### src/rtl/coherence_bus_ctrl.sv
// N-CPU coherence/memory arbiter: round-robin icache/dcache access to one RAM
// port with MSI snooping and cache-to-cache forwarding.

module coherence_bus_lane #(
  parameter int WORD_W = 32
) (
  input  logic              clk,
  input  logic              rst,
  input  logic              fetch_done,
  input  logic              data_done,
  input  logic              data_take,
  input  logic              snoop,
  input  logic              inv,
  input  logic              snoop_end,
  input  logic [WORD_W-1:0] ram_data,
  input  logic [WORD_W-1:0] load_data,
  input  logic [WORD_W-1:0] snoop_addr,
  output logic              iwait,
  output logic              dwait,
  output logic [WORD_W-1:0] iload,
  output logic [WORD_W-1:0] dload,
  output logic              ccwait,
  output logic              ccinv,
  output logic              ccdone,
  output logic [WORD_W-1:0] ccsnoopaddr
);
  logic [WORD_W-1:0] iload_q, dload_q;

  // load buses present fresh data in the completion cycle and hold it afterwards
  always_ff @(posedge clk or posedge rst) begin
    if (rst) begin
      iload_q <= '0;
      dload_q <= '0;
    end else begin
      if (fetch_done) iload_q <= ram_data;
      if (data_take)  dload_q <= load_data;
    end
  end

  assign iwait       = ~fetch_done;
  assign dwait       = ~data_done;
  assign iload       = fetch_done ? ram_data : iload_q;
  assign dload       = data_take ? load_data : dload_q;
  assign ccwait      = snoop;
  assign ccinv       = snoop & inv;
  assign ccdone      = snoop_end;
  assign ccsnoopaddr = snoop ? snoop_addr : '0;
endmodule

module coherence_bus_ctrl #(
  parameter int CPUS         = 2,
  parameter int WORD_W       = 32,
  parameter int SNOOP_CYCLES = 1
) (
  input  logic                   CLK,
  input  logic                   RST,
  input  logic [CPUS-1:0]        iREN,
  input  logic [CPUS*WORD_W-1:0] iaddr,
  output logic [CPUS-1:0]        iwait,
  output logic [CPUS*WORD_W-1:0] iload,
  input  logic [CPUS-1:0]        dREN,
  input  logic [CPUS-1:0]        dWEN,
  input  logic [CPUS*WORD_W-1:0] daddr,
  input  logic [CPUS*WORD_W-1:0] dstore,
  output logic [CPUS-1:0]        dwait,
  output logic [CPUS*WORD_W-1:0] dload,
  input  logic [CPUS-1:0]        cctrans,
  input  logic [CPUS-1:0]        ccwrite,
  output logic [CPUS-1:0]        ccwait,
  output logic [CPUS-1:0]        ccinv,
  output logic [CPUS*WORD_W-1:0] ccsnoopaddr,
  output logic [CPUS-1:0]        ccdone,
  input  logic [WORD_W-1:0]      ramload,
  input  logic [1:0]             ramstate,
  output logic [WORD_W-1:0]      ramaddr,
  output logic [WORD_W-1:0]      ramstore,
  output logic                   ramREN,
  output logic                   ramWEN
);
  localparam int IW = (CPUS > 1) ? $clog2(CPUS) : 1;
  localparam logic [1:0] RAM_ACCESS = 2'd2;
  localparam logic [2:0] CNT_LAST = 3'(SNOOP_CYCLES - 1);

  typedef enum logic [2:0] {IDLE, WB, SNOOP, RESP, C2C, DREAD, IFETCH} state_t;

  state_t          state, state_n;
  logic [IW-1:0]   r, r_n, own, own_n, dptr, dptr_n, iptr, iptr_n;
  logic [2:0]      cnt, cnt_n;
  logic            snooped, snooped_n, acc, snoop_on;

  logic [WORD_W-1:0] ia [CPUS];
  logic [WORD_W-1:0] da [CPUS];
  logic [WORD_W-1:0] ds [CPUS];

  logic [CPUS-1:0]   fetch_done, data_done, data_take, snoop, snoop_end;
  logic [WORD_W-1:0] load_data;

  function automatic logic [IW-1:0] rr_pick(input logic [CPUS-1:0] req,
                                            input logic [IW-1:0] ptr);
    logic [IW-1:0] w;
    logic hit;
    int idx;
    w   = ptr;
    hit = 1'b0;
    for (int i = 0; i < CPUS; i++) begin
      idx = (int'(ptr) + i) % CPUS;
      if (!hit && req[idx]) begin
        hit = 1'b1;
        w   = IW'(idx);
      end
    end
    return w;
  endfunction

  function automatic logic [IW-1:0] inc(input logic [IW-1:0] x);
    return (int'(x) == CPUS - 1) ? '0 : x + 1'b1;
  endfunction

  for (genvar g = 0; g < CPUS; g++) begin : g_unpack
    assign ia[g] = iaddr[g*WORD_W +: WORD_W];
    assign da[g] = daddr[g*WORD_W +: WORD_W];
    assign ds[g] = dstore[g*WORD_W +: WORD_W];
  end

  assign acc = (ramstate == RAM_ACCESS);

  always_ff @(posedge CLK or posedge RST) begin
    if (RST) begin
      state   <= IDLE;
      r       <= '0;
      own     <= '0;
      dptr    <= '0;
      iptr    <= '0;
      cnt     <= '0;
      snooped <= 1'b0;
    end else begin
      state   <= state_n;
      r       <= r_n;
      own     <= own_n;
      dptr    <= dptr_n;
      iptr    <= iptr_n;
      cnt     <= cnt_n;
      snooped <= snooped_n;
    end
  end

  always_comb begin
    state_n   = state;
    r_n       = r;
    own_n     = own;
    dptr_n    = dptr;
    iptr_n    = iptr;
    cnt_n     = cnt;
    snooped_n = snooped;
    ramREN    = 1'b0;
    ramWEN    = 1'b0;
    ramaddr   = '0;
    ramstore  = '0;
    case (state)
      IDLE: begin
        snooped_n = 1'b0;
        cnt_n     = '0;
        if (|dWEN) begin
          r_n     = rr_pick(dWEN, dptr);
          state_n = WB;
        end else if (|dREN) begin
          r_n = rr_pick(dREN, dptr);
          if (cctrans[r_n]) begin
            state_n   = SNOOP;
            snooped_n = 1'b1;
          end else begin
            state_n = DREAD;
          end
        end else if (|iREN) begin
          r_n     = rr_pick(iREN, iptr);
          state_n = IFETCH;
        end
      end
      WB: begin
        ramWEN   = 1'b1;
        ramaddr  = da[r];
        ramstore = ds[r];
        if (acc) begin
          state_n = IDLE;
          dptr_n  = inc(r);
        end
      end
      SNOOP: begin
        if (cnt == CNT_LAST) state_n = RESP;
        else                 cnt_n   = cnt + 3'd1;
      end
      RESP: begin
        // descending scan so the lowest-index matching owner wins
        state_n = DREAD;
        for (int k = CPUS - 1; k >= 0; k--) begin
          if (k != int'(r) && dWEN[k] && da[k] == da[r]) begin
            own_n   = IW'(k);
            state_n = C2C;
          end
        end
      end
      C2C: begin
        ramWEN   = 1'b1;
        ramaddr  = da[own];
        ramstore = ds[own];
        if (acc) begin
          state_n = IDLE;
          dptr_n  = inc(r);
        end
      end
      DREAD: begin
        ramREN  = 1'b1;
        ramaddr = da[r];
        if (acc) begin
          state_n = IDLE;
          dptr_n  = inc(r);
        end
      end
      IFETCH: begin
        ramREN  = 1'b1;
        ramaddr = ia[r];
        if (acc) begin
          state_n = IDLE;
          iptr_n  = inc(r);
        end
      end
      default: state_n = IDLE;
    endcase
  end

  // per-lane strobes; snoop outputs stay up through a snooped DREAD
  always_comb begin
    fetch_done = '0;
    data_done  = '0;
    data_take  = '0;
    snoop      = '0;
    snoop_end  = '0;
    snoop_on   = (state == SNOOP) || (state == RESP) || (state == C2C) ||
                 (state == DREAD && snooped);
    for (int k = 0; k < CPUS; k++) begin
      fetch_done[k] = (state == IFETCH) && acc && (k == int'(r));
      data_done[k]  = acc && ((((state == WB) || (state == DREAD)) && (k == int'(r))) ||
                              ((state == C2C) && ((k == int'(r)) || (k == int'(own)))));
      data_take[k]  = (k == int'(r)) && (((state == DREAD) && acc) || (state == C2C));
      snoop[k]      = snoop_on && (k != int'(r));
      snoop_end[k]  = snoop_on && (k != int'(r)) && acc &&
                      ((state == C2C) || (state == DREAD));
    end
  end

  assign load_data = (state == C2C) ? ds[own] : ramload;

  for (genvar g = 0; g < CPUS; g++) begin : g_lane
    coherence_bus_lane #(.WORD_W(WORD_W)) u_lane (
      .clk        (CLK),
      .rst        (RST),
      .fetch_done (fetch_done[g]),
      .data_done  (data_done[g]),
      .data_take  (data_take[g]),
      .snoop      (snoop[g]),
      .inv        (ccwrite[r]),
      .snoop_end  (snoop_end[g]),
      .ram_data   (ramload),
      .load_data  (load_data),
      .snoop_addr (da[r]),
      .iwait      (iwait[g]),
      .dwait      (dwait[g]),
      .iload      (iload[g*WORD_W +: WORD_W]),
      .dload      (dload[g*WORD_W +: WORD_W]),
      .ccwait     (ccwait[g]),
      .ccinv      (ccinv[g]),
      .ccdone     (ccdone[g]),
      .ccsnoopaddr(ccsnoopaddr[g*WORD_W +: WORD_W])
    );
  end
endmodule

### config.mk
export PLATFORM = sky130hd
export DESIGN_NAME = coherence_bus_ctrl
export DESIGN_NICKNAME = d
export VERILOG_FILES = /design/src/rtl/coherence_bus_ctrl.sv
export SDC_FILE = /design/constraint.sdc
export NUM_CORES = 1
export LEC_CHECK = 0
export ABC_AREA = 1
export CORE_ASPECT_RATIO = 1.75
export CORE_MARGIN = 2
export CORE_UTILIZATION = 25
export DETAILED_ROUTE_END_ITERATION = 10
export RECOVER_POWER = 25
export REMOVE_ABC_BUFFERS = 1
export SYNTH_ARGS = -nofsm -noshare
export SYNTH_HDL_FRONTEND = slang
export SYNTH_SLANG_ARGS = --single-unit
### constraint.sdc
create_clock -name CLK -period 5.3 [get_ports CLK]
set_input_delay 0.795 -clock CLK [delete_from_list [all_inputs] [get_ports CLK]]
set_output_delay 0.795 -clock CLK [all_outputs]
set_load 0.02 [all_outputs]
==> Word-level counts from Yosys, hierarchy flattened <==
Cells that the tools add are included.
{ "totals": {"reg_bits": 139, "word_cells": 189, "in_bits": 238} }
{ "op_classes": {"reduce_logical": 58, "n_addsub": 4, "bitwise": 12, "n_eq_ne": 13, "mux": 83, "order_cmp": 8} }
{ "op_table": {"columns": ["operator", "count"], "rows": [
  ["32-bit 2-to-1 mux", 22],
  ["32-bit case mux with 3 select lines", 1],
  ["32-bit equality test", 2],
  ["32-bit case mux with 2 select lines", 1],
  ["1-bit 2-to-1 mux", 49],
  ["1-bit logical AND", 26],
  ["3-bit 2-to-1 mux", 8],
  ["3-bit case mux with 4 select lines", 1],
  ["2-bit OR reduction", 6],
  ["1-bit logical OR", 10],
  ["2-bit AND reduction", 5],
  ["3-bit equality test, second input constant", 3],
  ["1-bit by 2-bit < comparator with 1-bit output, second input constant", 4],
  ["3-bit by 2-bit equality test with 1-bit output, second input constant", 2],
  ["3-bit logical NOT", 2],
  ["2-bit by 3-bit < comparator with 1-bit output, second input constant", 2],
  ["1-bit inverter", 6],
  ["3-bit case mux with 2 select lines", 1],
  ["2-bit greater-or-equal comparator, second input constant", 2],
  ["2-bit inequality test, second input constant", 2],
  ["4-bit inequality test, second input constant", 1],
  ["1-bit inverter with 2-bit output", 2],
  ["2-bit nonzero test", 2],
  ["4-bit OR reduction", 1],
  ["11 further kinds", 17]
]} }

==> Longest topological paths before layout <==
Gate-level depths: netlist of run 1.
{ "depth": {"ltp_word": 18, "ltp_mapped": 13} }

==> Modules after synthesis <==
From an unflattened synthesis of run 1, not the netlist that was laid out.
{ "unflattened": {"cells_unflattened": 1611, "area_unflattened_um2": 10217.3} }
{ "by_module_without_submodules": {"columns": ["module", "area_each_um2", "seq_area_each_um2", "instances", "cells_per_inst"], "rows": [
  ["coherence_bus_lane", 2841.5, 1601.5, 2, 346],
  ["coherence_bus_ctrl", 4534.3, 275.3, 1, 919]
]} }

==> Worst setup path before layout of run 1 <==
Ideal clock, no wire load.
{ "synth_timing": {"kind": "input port to output port", "start": "input port ramstate[1]", "end": "output port iload[12]", "required_ns": 4.505, "slack_ns": 2.267, "arrival_time_ns": 2.238, "cell_stages": 8, "path_cell_list": "inv_1 -> nor2_1 -> inv_1 -> nor2_2 -> nand2_1 -> buf_2 -> clkbuf_1 -> o21ai_0"} }
{ "synth_via": {"elab_chain_cells": 4} }
{ "synth_rtl": {"columns": ["item", "line_no", "rtl"], "rows": [
  ["start, declared", "74", "input logic [1:0] ramstate,"],
  ["2-bit equality test", "125", "assign acc = (ramstate == RAM_ACCESS);"],
  ["1-bit logical AND (2 in a row)", "241", "fetch_done[k] = (state == IFETCH) && acc && (k == int'(r));"],
  ["32-bit 2-to-1 mux", "42", "assign iload = fetch_done ? ram_data : iload_q;"],
  ["end, declared", "60", "output logic [CPUS*WORD_W-1:0] iload,"]
]} }
No other way between the ends.

==> Worst setup path in the final report of run 1 <==
{ "layout_timing": {"start": "register own", "end": "output port dload[39]"} }
{ "layout_via": {"elab_chain_cells": 6} }
{ "layout_rtl": {"columns": ["item", "line_no", "rtl"], "rows": [
  ["start, declared", "87", "logic [IW-1:0] r, r_n, own, own_n, dptr, dptr_n, iptr, iptr_n;"],
  ["start signal, assigned", "139", "own <= own_n;"],
  ["1-bit inverter with 2-bit output (implied by the code)", "251", "assign load_data = (state == C2C) ? ds[own] : ramload;"],
  ["32-bit 2-to-1 mux (implied by the code) (3 in a row)", "251", null],
  ["32-bit 2-to-1 mux", "251", null],
  ["32-bit 2-to-1 mux", "43", "assign dload = data_take ? load_data : dload_q;"],
  ["end, declared", "66", "output logic [CPUS*WORD_W-1:0] dload,"]
]} }
No other way between the ends. The select of a mux whose other input is x is not followed.

==> metrics.md, run 1 <==
| Metric | Value |
|---|---|
| Post-synthesis cell type count | `38` |
| H-tree depth | `4` |
| Max Fclk | `0.215 GHz` |
| Critical path type | `flip-flop to output port` |
| Worst-path fanout max | `52` |
| CP startpoint kind | `flip-flop` |
| Worst-path cell chain | `buf_4 -> clkinv_2 -> o211ai_1 -> o21ai_0 -> mux2_2 -> clkdlybuf4s50_1` |
| Vias | `around 12000` |
| Wire per inst | `between 20 and 25 um` |
| Status | `complete, but fails checks` |
| Layout cells sized above 1 | `0.0819` |
| Min-delay worst type | `flip-flop to flip-flop` |
| Crit path depth | `6` |
| Yosys warning count | `0` |
| Layout Skew | `~15 ps` |
| Total CTS buffers | `17` |
| Register area share after synthesis | `0.347` |
| Filler Cell Count | `4154` |
| CTS tree | `yes` |
| Max Slew Vio Count | `66` |
| Initial antenna violation count | `1` |
| Placed cell count | `2295` |
| Worst EP required | `4510 ps` |
| Fraction of registers with async set/reset | `1.00` |
| CTS root buf | `clkbuf_16` |
| Iteration-0 DRC Markers | `~570` |
| Post-synth top area cell | `dfrtp_1` |
| Cell family with most CP delay | `buffers and inverters` |
| Maxcap violations | `1` |
| Cts hold-fix bufs | `0` |
| RSZ-0062 raised after global routing | `false` |
| Syn Inst Count | `between 1000 and 1500` |
| Worst-skew pair later-pin latency | `about 440 ps` |
| Violated checks | `capacitance limit, slew limit` |
| Pwr/cell area | `around 530 nW/um^2` |
| Leakage power | `between 6 and 7 nW` |
| Final ANT Viol Nets | `0` |
| Io pins | `between 500 and 600` |
| Vias/cell | `5.02` |
| Slew at the pin with the worst max-slew slack | `3170 ps` |
| Post-synth EDFFs | `0` |
| Cell Rows | `between 90 and 100` |
| Sink Count | `between 100 and 150` |
| Overflow after GRT | `0` |
| R2R depth | `11` |
| Max incr delay on CP | `roughly 890 ps` |
| Fin crit share | `0.876` |
| Port bufs | `505` |
| Worst relative slew slack | `-1.12` |
| Non-filler cells, final | `between 2000 and 2500` |
| First-pass GRT wire length | `between 70000 and 80000 um` |
| Worst path bufs/invs | `3` |
| Largest net degree at the start of global routing | `~100` |
| Top post-synthesis cells by area | `dfrtp_1 35%, nor2_1 9.5%, nand2_1 8.6%` |
| Share of the synthesized area in the top cell type | `0.347` |
| Maximum VDD drop | `between 0.3 and 0.4 mV` |
| Syn Area/Cell | `roughly 7.3 sq um` |
| Gpl congestion | `just over 0.9` |
| Slowest CP cell | `clkinv_2` |
| Die width | `about 160 um` |
| Post-DP HPWL | `36400 um` |
| Die Y | `~270 um` |
| Vias in the first global route | `11900` |
| DRC violations left | `0` |
| Starting Density | `0.252` |
| Dominant synthesized flop cell | `dfrtp_1` |
| Clock tree buffer depth | `2` |
| DR pass1 iterations | `5` |
| Critical path endpoint category | `output port` |
| Post_cts resized | `0` |
| Final Cell Area | `15800 sq um` |
| Area after DPL | `~15000 sq um` |
| Routed Wire Length | `between 40000 and 50000 um` |
| GRT Total Usage | `0.224` |
| Yosys reg bits | `139` |
| Setup repair bufs after CTS | `0` |
| Crit path arrival time | `between 3000 and 4000 ps` |
| Final setup viols | `0` |
| Clock Pin Slew Worst Setup and Hold Paths | `~60 ps` |
| Core area | `between 30000 and 40000 sq um` |
| Hold Path Cell Cnt | `1` |
| Area Overhead vs Synth | `57.8%` |
| Total die area | `41800 sq um` |
| Min cycle time layout | `4640 ps` |
| Final hold viol count | `0` |
| Fin nets | `about 2000` |
| Cell area after synthesis | `around 10000 sq um` |
[layout make-up]
type	instances	area (sq um)	area share
multi-input combinational	1009	5420	0.343
clock inverter	10	116	0.00736
clock buffer	21	470	0.0298
timing repair buffer	524	5210	0.330
inverter	128	485	0.0307
sequential	139	3480	0.220
antenna	1	2.50	0.000158
tap	495	619	0.0392
[report_power, final]
group	internal (mW)	leakage [nW]	total, mW	switching (mW)
Combinational	2.30	4.54	5.63	3.33
Clock	0.727	0.274	1.21	0.484
Sequential	1.42	1.83	1.61	0.190
Total	4.45	6.64	8.45	4.00
[kinds of logic (layout without fill, tap and decap cells)]
family	count (synthesis)	count (layout)	share of synthesized area
and+or+nand+nor	656	656	0.275
AOI/OAI and AO/OA	286	286	0.190
buffers and inverters	234	683	0.112
DFF	139	139	0.347
muxes	64	64	0.0719
adders and majority gates	3	3	0.00350
other	0	1	0
[metrics by stage]
stage	TNS, ps	setup WS, ps	hold slack, ps	total power [mW]	util
floorplan	-554480	-2840	471	4.48	-
global placement	0	1020	465	7.22	0.383
detailed placement	0	1030	474	7.25	0.383
CTS	0	633	487	8.53	0.398
global route	0	439	506	8.93	0.397
finish	0	657	483	8.45	0.397
[synthesized netlist by cell type (2+ instances only)]
cell type	number
o211ai_1	94
mux2_2	61
nand2_1	230
inv_1	122
inv_2	6
mux2_1	3
o311ai_0	31
ha_1	2
buf_1	4
clkbuf_1	27
nand4_1	4
nor2_1	253
or2_2	21
or2_1	11
nor2_2	3
o21ai_0	112
o31ai_1	32
o21a_1	2
nor2_4	4
dfrtp_1	139
a21oi_1	7
nand3_1	127
buf_6	16
buf_2	39
buf_4	19
[path summary, 6_finish.rpt]
kind | from | endpoint | slack, ps
max | own | dload[39] | 660
min | g_lane[0].u_lane.dload_q[28] | g_lane[0].u_lane.dload_q[28] | 480
max reg2reg | r | own | 2020
min reg2reg | g_lane[0].u_lane.dload_q[28] | g_lane[0].u_lane.dload_q[28] | 480
max in group asynchronous | RST | g_lane[1].u_lane.dload_q[25] | 1500
min in group asynchronous | RST | g_lane[0].u_lane.iload_q[23] | 1700
[layer usage]
metal / share of wire / GRT usage / routed length, um
met5: 0 / 0 / 0
met2: 0.52 / 0.420 / 25200
met1: 0.34 / 0.222 / 16600
met4: 0.073 / 0.163 / 3530
met3: 0.060 / 0.0368 / 2890
[sequential cells by signal, summed over array words and instances, names as in the netlist]
signal                 flops
g_lane.u_lane.dload_q     64
g_lane.u_lane.iload_q     64
cnt                        3
state                      3
dptr                       1
iptr                       1
own                        1
r                          1
snooped                    1
[layout by cell type (no fill, tap or decap), types with 3 or more instances in the layout]
master           count
o31ai_1             32
nor2_1             254
nand2_1            228
a21oi_1              8
nand3_1            127
buf_4               14
inv_1              120
inv_2                5
clkinvlp_4           5
mux2_1               3
clkbuf_16           17
nor2_4               4
dfrtp_1            138
clkbuf_8             3
or2_2               21
nand4_1              4
o211ai_1            94
o21ai_0            112
mux2_2              61
or2_1               11
clkdlybuf4s50_1    503
o311ai_0            31
clkinv_2             3
Note: power is estimated with default switching activity, not from simulation.
==> run 2: changes to the inputs <==
Settings changed: CORE_ASPECT_RATIO 1.75 to not set.
==> run 2 against run 1 <==
The flow still finishes with violations (capacitance limit, slew limit). Sequential share of layout area about the same. Critical path depth rose by 3. Count of clock-buffer cells in the layout is 3 lower. Global-route usage decreased by 0.16 points. Maximum frequency decreased by 2.1%. Design area up 0.26%. Sequential power about the same. Flip-flop and latch count unchanged. Die area down 0.15%. Critical endpoint is now iload[54]. Largest power group unchanged. Highest routed layer unchanged.
==> metrics.md, run 2 (synthesis gave the netlist of run 1 again) <==
| Metric | Value |
|---|---|
| Crit path arrival time | `between 3000 and 4000 ps` |
| CTS root buf | `clkbuf_16` |
| Gpl congestion | `slightly above 0.9` |
| Critical path endpoint category | `output port` |
| Sink Count | `139` |
| Largest regs | `g_lane.u_lane.dload_q x64, g_lane.u_lane.iload_q x64` |
| Iteration-0 DRC Markers | `approximately 700` |
| Most frequent cells in the layout | `501 x clkdlybuf4s50_1, 253 x nor2_1, 228 x nand2_1, 137 x dfrtp_1, 128 x nand3_1` |
| Setup repair bufs after CTS | `0` |
| Fin crit share | `0.894` |
| Largest net degree at the start of global routing | `between 100 and 150` |
| Total CTS buffers | `17` |
| Max Fclk | `0.211 GHz` |
| Leakage power | `6.65 nW` |
| Violated checks | `capacitance limit, slew limit` |
| Clock tree buffer depth | `2` |
| Final hold viol count | `0` |
| Pwr/cell area | `~530 nW/um^2` |
| Maxcap violations | `1` |
| Vias in the first global route | `~12000` |
| Total die area | `~42000 sq um` |
| First-pass GRT wire length | `70500 um` |
| CP startpoint kind | `input port` |
| Initial antenna violation count | `2` |
| Wire per inst | `20.4 um` |
| Vias/cell | `4.96` |
| Placed cell count | `approximately 2300` |
| Top Usage Layer GRT | `met2` |
| Worst-path cell chain | `dlygate4sd3_1 -> inv_1 -> nor2_1 -> inv_1 -> nor2_2 -> nand2_2 -> buf_4 -> o21ai_0 -> clkdlybuf4s50_1` |
| Final setup viols | `0` |
| H-tree depth | `4` |
| Overflow after GRT | `0` |
| Max Slew Vio Count | `72` |
| Final Cell Area | `15900 sq um` |
| Clock Pin Slew Worst Setup and Hold Paths | `roughly 60 ps` |
| Critical path type | `input port to output port` |
| Final hold slack | `between 400 and 500 ps` |
| Worst-path fanout max | `48` |
| Maximum VDD drop | `around 0.24 mV` |
| Routed Wire Length | `roughly 48000 um` |
| Non-filler cells, final | `about 2400` |
| Worst relative slew slack | `-1.20` |
| Fin nets | `around 2100` |
| CTS tree | `yes` |
| Worst EP required | `between 4000 and 5000 ps` |
| Cts hold-fix bufs | `0` |
| Area after DPL | `~15000 sq um` |
| Vias | `11700` |
| Layout cells sized above 1 | `0.0835` |
| Final ANT Viol Nets | `0` |
| Min cycle time layout | `around 4700 ps` |
| Top cell by count, worst path | `inv_1` |
| Min-delay worst type | `flip-flop to flip-flop` |
| Core area | `between 30000 and 40000 sq um` |
| Die width | `between 200 and 250 um` |
| Post_cts resized | `0` |
| Post-DP HPWL | `36700 um` |
| Slowest CP cell | `clkdlybuf4s50_1` |
| Io pins | `between 500 and 600` |
| Worst-skew pair later-pin latency | `between 400 and 500 ps` |
| Slew at the pin with the worst max-slew slack | `3290 ps` |
| Met2 Use GR | `0.381` |
| Port bufs | `slightly above 500` |
| Met1 Use GR | `0.254` |
| Cell Rows | `73` |
| Most common cell after layout, fill and taps aside | `clkdlybuf4s50_1` |
| Die Y | `around 200 um` |
| Final setup TNS | `0 ps` |
| Max incr delay on CP | `650 ps` |
| Status | `complete, but fails checks` |
| Area Overhead vs Synth | `58.2%` |
| Layout Skew | `around 10 ps` |
| GRT Total Usage | `0.223` |
| DR pass1 iterations | `5` |
| Starting Density | `0.253` |
| RSZ-0062 raised after global routing | `false` |
| Met3 GRT Util | `0.0612` |
| DRC violations left | `0` |
## run 2: through the flow
stage                util  total power [mW]  worst slack (ps)
floorplan               -              4.48             -2840
global placement    0.386              7.33               687
detailed placement  0.386              7.35               587
CTS                 0.400              8.55               587
global route        0.400              8.94               323
finish              0.400              8.46               559
## run 2: final timing paths
check	cells after the start	from	end	slack [ps]
worst min register to register	1	g_lane[0].u_lane.dload_q[28]	g_lane[0].u_lane.dload_q[28]	490
max in group asynchronous	3	RST	g_lane[0].u_lane.dload_q[14]	1390
min in group asynchronous	2	RST	g_lane[1].u_lane.iload_q[4]	1770
worst min-delay path	1	g_lane[0].u_lane.dload_q[28]	g_lane[0].u_lane.dload_q[28]	490
worst max register to register	11	r	own	2430
worst max-delay path	9	ramstate[1]	iload[54]	560
## run 2: final cells by class
cell class	count	area (sq um)
Fill cell	4078	23800
Antenna cell	2	5.00
Inverter	128	487
Timing Repair Buffer	526	5250
Sequential cell	139	3480
Tap cell	525	657
Multi-Input combinational cell	1009	5420
Clock inverter	12	128
Clock buffer	18	429
## run 2: power breakdown
group	total [mW]	leakage, nW	switching (mW)	internal, mW
combinational	5.73	4.55	3.40	2.33
clock	1.16	0.263	0.475	0.683
sequential	1.58	1.83	0.159	1.42
total	8.46	6.65	4.03	4.43
## run 2: per-layer routing
layer  wire length [um]  share of wire
met1              18700           0.39
met2              23000           0.48
met3               4120          0.086
met4               2280          0.047
met5                  0              0
## run 2: critical path, delay by kind of cell
kind            cells  cell delay [ps]
compound gates      1              240
buf+inv             5             1750
simple gates        3             1110
==> edit, RTL diff (settings of run 2) <==
`WORD_W` is set to 32 in 2 places; all go to 48.
--- a/src/rtl/coherence_bus_ctrl.sv
+++ b/src/rtl/coherence_bus_ctrl.sv
@@ -2,7 +2,7 @@
 // port with MSI snooping and cache-to-cache forwarding.
 
 module coherence_bus_lane #(
-  parameter int WORD_W = 32
+  parameter int WORD_W = 48
 ) (
   input  logic              clk,
   input  logic              rst,
@@ -49,7 +49,7 @@
 
 module coherence_bus_ctrl #(
   parameter int CPUS         = 2,
-  parameter int WORD_W       = 32,
+  parameter int WORD_W       = 48,
   parameter int SNOOP_CYCLES = 1
 ) (
   input  logic                   CLK,
Interface: changed (9 resized); port bits go from 506 to 746. No check against the original RTL was run, so the function may have changed too.
==> edit against run 2 <==
Worst hold slack better by 0.0059 ns; the flow still finishes with violations (max-capacitance violations, max-slew violations); sequential cell count grew 64; core utilization rose by 1.3 points; cell area up 43%; largest power group unchanged; total power increased by 47%; largest cell class is now non-clock buffers; synthesized area up 38%; first-iteration DRC count is 110% higher; setup slack gained 0.087 ns; wire length grew 54%.
==> edit: results (changes against run 2) <==
<table>
<tr><th>Metric</th><th>Value</th></tr>
<tr><th colspan="2">Run status</th></tr>
<tr><td>Outcome</td><td>finished, violations left</td></tr>
<tr><td>Violations in the final reports</td><td>max-capacitance violations, max-slew violations</td></tr>
<tr><th colspan="2">Setup path</th></tr>
<tr><td>Worst endpoint data arrival time</td><td>3.86 ns (-0.09 ns)</td></tr>
<tr><th colspan="2">Place</th></tr>
<tr><td>Routability cong.</td><td>0.945 (+2.0%)</td></tr>
<tr><td>Total placed cells including tap cells</td><td>3,268 (+40%)</td></tr>
<tr><th colspan="2">Clock tree</th></tr>
<tr><td>Cts bufs inserted</td><td>24 (+7)</td></tr>
<tr><td>Max clock buf depth</td><td>3 (+1)</td></tr>
<tr><th colspan="2">Detailed routing</th></tr>
<tr><td>Detailed route wirelength on metal3</td><td>5810 µm (+41%)</td></tr>
<tr><td>Total met2 wirelength after detailed routing</td><td>35,500 µm (+55%)</td></tr>
<tr><td>M1 wire length</td><td>30,100 µm (+61%)</td></tr>
<tr><td>Top layer reached by signal wires</td><td>met5</td></tr>
<tr><td>Average vias per placed instance</td><td>5.10 (+2.9%)</td></tr>
<tr><th colspan="2">Power and ir drop</th></tr>
<tr><td>Internal Power</td><td>6.59 mW (+49%)</td></tr>
<tr><td>IR Drop Worst-Case VDD</td><td>0.333 mV (+40%)</td></tr>
<tr><th colspan="2">Synthesis</th></tr>
<tr><td>Cell area after synthesis</td><td>13,800 µm² (+38%)</td></tr>
<tr><td>Synth cell count leaders</td><td>nand2_1 (361), nor2_1 (267), dfrtp_1 (203)</td></tr>
<tr><th colspan="2">Cells and area</th></tr>
<tr><td>Number of diodes</td><td>5 (+3)</td></tr>
<tr><td>Non-clock buffer count in the final layout</td><td>782 (+49%)</td></tr>
<tr><td>Number of multi-input combinational cells in the layout</td><td>1,401 (+39%)</td></tr>
<tr><td>Fraction of final layout cells sized beyond drive strength 1</td><td>7.44% (-0.91 points)</td></tr>
<tr><td>Largest registers ranked by flip-flop count</td><td>g_lane.u_lane.dload_q (96), g_lane.u_lane.iload_q (96)</td></tr>
<tr><td>Number of fill cells</td><td>5,578 (+37%)</td></tr>
<tr><td>Non-clock buffers, area share</td><td>34.4% (+1.3 points)</td></tr>
<tr><td>Signal inverters</td><td>178 (+39%)</td></tr>
<tr><td>Net total in the final layout</td><td>2,942 (+43%)</td></tr>
<tr><th colspan="2">STA</th></tr>
<tr><td>Slew HR</td><td>-62.1% (+58 points)</td></tr>
<tr><td>Total count of max-transition violations in the final report</td><td>176 (+140%)</td></tr>
<tr><th colspan="2">Hold path</th></tr>
<tr><td>Worst hold start</td><td>g_lane[0].u_lane.dload_q[47]</td></tr>
<tr><th colspan="2">Flow run</th></tr>
<tr><td>Maximum Capacitance Violations</td><td>3 (+2)</td></tr>
<tr><th colspan="2">GRT</th></tr>
<tr><td>Overall fraction of global-route tracks in use</td><td>24.5% (+2.2 points)</td></tr>
<tr><td>Vias in the first global route</td><td>16,300 (+41%)</td></tr>
</table>
[edit: cell types whose count changed after synthesis, moves of 24 or more]
cell / change
mux2_2: +35
nand3_1: +63
o311ai_0: -31
clkbuf_1: +24
o211ai_1: -93
a22oi_1: +48
nand2_1: +131
o221ai_1: +48
o21ai_0: +88
inv_1: +49
dfrtp_1: +64
a21oi_1: +95
[edit: worst paths after layout]
| path | end | slack, ns | depth (start not counted) |
|---|---|---|---|
| worst max-delay path | ramaddr[18] | 0.65 | 6 |
| worst min-delay path | g_lane[0].u_lane.dload_q[47] | 0.49 | 1 |
| worst max register to register | state[0] | 1.81 | 15 |
| worst min register to register | g_lane[0].u_lane.dload_q[47] | 0.49 | 1 |
| max in group asynchronous | g_lane[0].u_lane.iload_q[0] | 0.96 | 3 |
| min in group asynchronous | g_lane[0].u_lane.iload_q[12] | 1.50 | 2 |
[edit: power groups by stage]
stage                     Sequential, mW  Combinational [mW]  Clock (mW)
after floorplan                     2.57                4.04           0
after global placement              2.47                8.10           0
after detailed placement            2.50                8.16           0
after CTS                           2.47                8.20        1.78
after global routing                2.54                8.69        1.84
final                               2.47                8.20        1.74
[edit: cells by family after synthesis]
group,Yosys count
fa+ha+maj,3
simple gates,844
flops,203
buf+inv,321
mux,96
compound gates,458
[edit: metrics by stage]
step / hold WS (ns) / total power [mW] / utilization [%]
after floorplan: 0.464 / 6.61 / -
after global routing: 0.510 / 13.1 / 41.3
after global placement: 0.477 / 10.6 / 39.8
after CTS: 0.500 / 12.5 / 41.3
after detailed placement: 0.484 / 10.7 / 39.8
final: 0.494 / 12.4 / 41.3
[edit: metal layers]
metal	global-route usage, %	vias up
met5	0	-
met2	41.1	792
met1	31.5	8145
met4	7.84	2
li1	-	7842
met3	4.79	124
